[src/rtl/pmodenc_quad_decoder.sv]
// PmodENC front end: synchronizes and debounces A/B/BTN/SWT, then decodes full
// quadrature detents into a one-cycle event pulse plus a direction flag.
module pmodenc_quad_decoder #(
    parameter int DEBOUNCE_CYCLES = 1000,
    parameter bit SIMULATE        = 1'b0
) (
    input  logic clk,
    input  logic reset,
    input  logic PmodENC_A,
    input  logic PmodENC_B,
    input  logic PmodENC_BTN,
    input  logic PmodENC_SWT,
    input  logic err_clr,
    output logic rotary_event,
    output logic rotary_left,
    output logic btn_db,
    output logic swt_db,
    output logic quad_err
);

    localparam int          N_EFF    = SIMULATE ? 4 : DEBOUNCE_CYCLES;
    localparam logic [15:0] CNT_LAST = 16'(N_EFF - 1);
    // Channel order {SWT, BTN, B, A}; A/B rest high because the detent rest state is AB=11.
    localparam logic [3:0]  RST_VAL  = 4'b0011;

    typedef enum logic [2:0] {
        IDLE = 3'd0,
        R1   = 3'd1,
        R2   = 3'd2,
        R3   = 3'd3,
        L1   = 3'd4,
        L2   = 3'd5,
        L3   = 3'd6,
        WAIT = 3'd7
    } state_t;

    logic [3:0] raw_vec;
    logic [3:0] db_vec;

    assign raw_vec = {PmodENC_SWT, PmodENC_BTN, PmodENC_B, PmodENC_A};

    genvar gi;
    generate
        for (gi = 0; gi < 4; gi++) begin : g_chan
            logic        sync1_reg;
            logic        sync2_reg;
            logic        stable_reg;
            logic [15:0] cnt_reg;

            always_ff @(posedge clk) begin
                if (reset) begin
                    sync1_reg  <= RST_VAL[gi];
                    sync2_reg  <= RST_VAL[gi];
                    stable_reg <= RST_VAL[gi];
                    cnt_reg    <= '0;
                end else begin
                    sync1_reg <= raw_vec[gi];
                    sync2_reg <= sync1_reg;
                    if (sync2_reg == stable_reg) begin
                        cnt_reg <= '0;
                    end else if (cnt_reg == CNT_LAST) begin
                        // Nth consecutive differing cycle: accept the new level.
                        stable_reg <= sync2_reg;
                        cnt_reg    <= '0;
                    end else begin
                        cnt_reg <= cnt_reg + 16'd1;
                    end
                end
            end

            assign db_vec[gi] = stable_reg;
        end
    endgenerate

    logic [1:0] ab;
    state_t     state_reg;
    state_t     state_next;
    logic       event_next;
    logic       left_next;
    logic       err_set;
    logic       rotary_event_reg;
    logic       rotary_left_reg;
    logic       quad_err_reg;

    assign ab = {db_vec[0], db_vec[1]};

    always_ff @(posedge clk) begin
        if (reset) begin
            state_reg        <= IDLE;
            rotary_event_reg <= 1'b0;
            rotary_left_reg  <= 1'b0;
            quad_err_reg     <= 1'b0;
        end else begin
            state_reg        <= state_next;
            rotary_event_reg <= event_next;
            if (event_next) begin
                rotary_left_reg <= left_next;
            end
            // A new error outranks a simultaneous clear.
            quad_err_reg <= err_set | (quad_err_reg & ~err_clr);
        end
    end

    always_comb begin
        state_next = state_reg;
        case (state_reg)
            IDLE: begin
                if (ab == 2'b01)      state_next = R1;
                else if (ab == 2'b10) state_next = L1;
                else if (ab == 2'b00) state_next = WAIT;
            end
            R1: begin
                if (ab == 2'b00)      state_next = R2;
                else if (ab == 2'b11) state_next = IDLE;
                else if (ab == 2'b10) state_next = WAIT;
            end
            R2: begin
                if (ab == 2'b10)      state_next = R3;
                else if (ab == 2'b01) state_next = R1;
                else if (ab == 2'b11) state_next = WAIT;
            end
            R3: begin
                if (ab == 2'b11)      state_next = IDLE;
                else if (ab == 2'b00) state_next = R2;
                else if (ab == 2'b01) state_next = WAIT;
            end
            L1: begin
                if (ab == 2'b00)      state_next = L2;
                else if (ab == 2'b11) state_next = IDLE;
                else if (ab == 2'b01) state_next = WAIT;
            end
            L2: begin
                if (ab == 2'b01)      state_next = L3;
                else if (ab == 2'b10) state_next = L1;
                else if (ab == 2'b11) state_next = WAIT;
            end
            L3: begin
                if (ab == 2'b11)      state_next = IDLE;
                else if (ab == 2'b00) state_next = L2;
                else if (ab == 2'b10) state_next = WAIT;
            end
            default: begin
                if (ab == 2'b11)      state_next = IDLE;
            end
        endcase
    end

    always_comb begin
        event_next = 1'b0;
        left_next  = 1'b0;
        err_set    = (state_next == WAIT) && (state_reg != WAIT);
        if (ab == 2'b11) begin
            if (state_reg == R3) begin
                event_next = 1'b1;
            end else if (state_reg == L3) begin
                event_next = 1'b1;
                left_next  = 1'b1;
            end
        end
    end

    assign rotary_event = rotary_event_reg;
    assign rotary_left  = rotary_left_reg;
    assign quad_err     = quad_err_reg;
    assign btn_db       = db_vec[2];
    assign swt_db       = db_vec[3];

endmodule

[config.mk]
export PLATFORM = sky130hd
export DESIGN_NAME = pmodenc_quad_decoder
export DESIGN_NICKNAME = d
export VERILOG_FILES = /design/src/rtl/pmodenc_quad_decoder.sv
export SDC_FILE = /design/constraint.sdc
export NUM_CORES = 1
export LEC_CHECK = 0
export ABC_AREA = 1
export CAP_MARGIN = 25
export CORE_UTILIZATION = 56
export DETAILED_ROUTE_END_ITERATION = 6
export GPL_ROUTABILITY_DRIVEN = 1
export PLACE_DENSITY = 0.83
export SYNTH_ARGS = -nofsm -noshare
export SYNTH_HDL_FRONTEND = slang
export SYNTH_SLANG_ARGS = --single-unit
[constraint.sdc]
create_clock -name clk -period 2.1 [get_ports clk]
set_clock_uncertainty 0.1 [all_clocks]
set_input_delay 0.42 -clock clk [delete_from_list [all_inputs] [get_ports clk]]
set_output_delay 0.42 -clock clk [all_outputs]
set_load 0.005 [all_outputs]
==> impl_metrics.csv <==
group,metric,value,unit
yosys,synth_area,0.00406,mm^2
timing,setup_tns,0,ns
clocking,cts.reportedPaths.clkPinSlew,0.08,ns
clocking,ctsResizeCount,0,
clocking,cts_tree,"yes",
drt,drt-total-wl,7990,um
critical_path,setup.worst_path.start_class,"flop",
critical_path,path_cells,"clkdlybuf4s50_1",
drt,vias_per_cell,5.25,
timing,worst_pin_slew,0.563,ns
floorplanning,die_w,87.2,um
drt,vias,3642,
pwr,p_leak,1.52,nW
yosys,seq_area_frac_synth,40.4,%
finish,final_nets,604,
critical_path,critPathArrivalTime,1.26,ns
critical_path,critPathKind,"reg2out",
global_route,grt_pass1_vias,3316,
drt,dr.pass1.iters,5,
floorplanning,start_util,58.8,%
global_route,grt_pass1_wl,13600,um
pwr,total_power,2.74,mW
timing,fmax,560,MHz
finish,largest_register_ffs,64,
yosys,yosys_warnings,0,
clocking,clockRootBuffer,"clkbuf_8",
pwr,max-vdd-ir-drop,411,uV
critical_path,crit_family,"buffers and inverters",
yosys,synthCells,579,
clocking,cts_sinks,82,
global_route,antenna_found_initial,0,
clocking,clk_latency,0.35,ns
timing,setup_viol,0,
pwr,power_density,620,mW/mm^2
clocking,post_cts_buffers,0,
place,placement.io_buffers,11,
timing,finalHoldViolCount,0,
critical_path,max_stage_delay,0.52,ns
finish,drive_above_1_share,10.5,%
drt,ant_nets,0,
place,gp_congestion,0.932,
yosys,synth_nets,590,
global_route,grt_overflow,0,
hold_path,hp-class,"reg2reg",
critical_path,worstPathMaxFanout,4,
drt,drtIter0Drc,248,
finish,final_cell_mix,"nand2_1 (128), dfxtp_1 (82), nor2_1 (76)",
drt,drc,0,
critical_path,cp_slowest_cell,"clkdlybuf4s50_1",
clocking,cts_buffers,9,
timing,relSlewSlack,62.2,%
critical_path,critPathRequiredTime,1.58,ns
critical_path,crit_path_end_kind,"primary output",
finish,mostFrequentLayoutCell,"nand2_1",
floorplanning,dieHeight,87.2,um
timing,drv_slew,0,
timing,rsz0062_at_grt,"false",
critical_path,critPathBufInv,1,
finish,nFillCells,634,
global_route,gr-usage-all-layers,22.3,%
drt,wl_per_cell,11.5,um
finish,antenna-diode-count,0,
floorplanning,fp-row-count,30,
yosys,ys_seq_elements,82,
clocking,htreeDepth,3,
run,max_cap_viol_count,0,
timing,post-route-min-period,1.78,ns
yosys,syn_avg_cell_area,7.01,um^2
clocking,clock_path_buffers,2,
finish,fin_cells,694,
floorplanning,core_area,0.00691,mm^2
floorplanning,io_pins,12,
place,dp_cells,678,
global_route,grt_max_degree,17,
place,dp_hpwl,5740,um
yosys,synth_cell_types,33,
run_status,status,"finished clean",
finish,syn2layout_area_growth,8.84,%
floorplanning,dieArea,0.00760,mm^2
timing,fin_crit_sh,85.0,%
clocking,ctsHoldBuffers,0,
[cells in the mapped netlist (all sizes together)]
cell type | instances | area share (%)
o21ai | 15 | 1.8
dfxtp | 82 | 40
o211ai | 1 | 0.18
nand2 | 136 | 13
xnor2 | 3 | 0.65
nor3b | 2 | 0.37
inv | 75 | 6.9
ha | 4 | 1.2
a21oi | 45 | 6.5
nand3 | 43 | 5.4
nor2 | 90 | 9.4
nand3b | 5 | 0.92
or2 | 7 | 1.1
clkbuf | 1 | 0.092
nor3 | 23 | 3.2
and3 | 1 | 0.15
xor2 | 6 | 1.3
buf | 9 | 1.9
nor4 | 1 | 0.52
nand4 | 30 | 4.6
[cell type report]
cell class	instances	area (um^2)	share of cell area (%)
Inverter	75	282	6.37
Sequential cell	82	1640	37.1
Clock buffer	11	141	3.20
Multi-Input combinational cell	412	2060	46.5
Clock inverter	5	53.8	1.22
Timing Repair Buffer	13	125	2.83
Tap cell	96	120	2.72
[cell families after synthesis]
group / after synthesis / share of synthesized area, %
DFF: 82 / 40.4
xor gates and xnor gates: 9 / 1.94
adders and majority gates: 4 / 1.23
AOI/OAI and AO/OA: 61 / 8.51
and+or+nand+nor: 338 / 39.0
buffers and inverters: 85 / 8.94
[power by group]
part	internal, mW	switching [mW]	total (mW)	leakage, nW
clock	0.579	0.545	1.12	0.103
sequential	1.56	0.00530	1.57	0.662
combinational	0.0205	0.0256	0.0462	0.759
[worst paths after layout]
kind | to | cells past startpoint | slack, ns | startpoint
worst max-delay path | btn_db | 1 | 0.32 | btn_db
worst min-delay path | g_chan[3].sync2_reg | 2 | 0.30 | g_chan[3].sync1_reg
worst max register to register | g_chan[3].cnt_reg[9] | 6 | 0.37 | g_chan[3].cnt_reg[0]
worst min register to register | g_chan[3].sync2_reg | 2 | 0.30 | g_chan[3].sync1_reg
[metal layers]
metal / global-route usage (%) / wire (um) / part of all wire, % / vias to the layer above
met1: 28.7 / 3730 / 47 / 1631
met4: 9.69 / 132 / 1.7 / 0
met5: 0 / 0 / 0 / -
li1: - / - / - / 1907
met3: 3.13 / 354 / 4.4 / 11
met2: 37.5 / 3770 / 47 / 93
[metrics by stage]
stage / worst slack [ns] / cell area (um^2) / util, % / hold WS [ns]
after floorplan: 0.583 / 4060 / - / 0.288
after global placement: 0.129 / 4220 / 61.2 / 0.294
after detailed placement: 0.0139 / 4220 / 61.2 / 0.296
after CTS: 0.307 / 4420 / 64.0 / 0.303
after global routing: 0.198 / 4420 / 64.0 / 0.323
final: 0.316 / 4420 / 64.0 / 0.302
(Power assumes the default switching activity.)
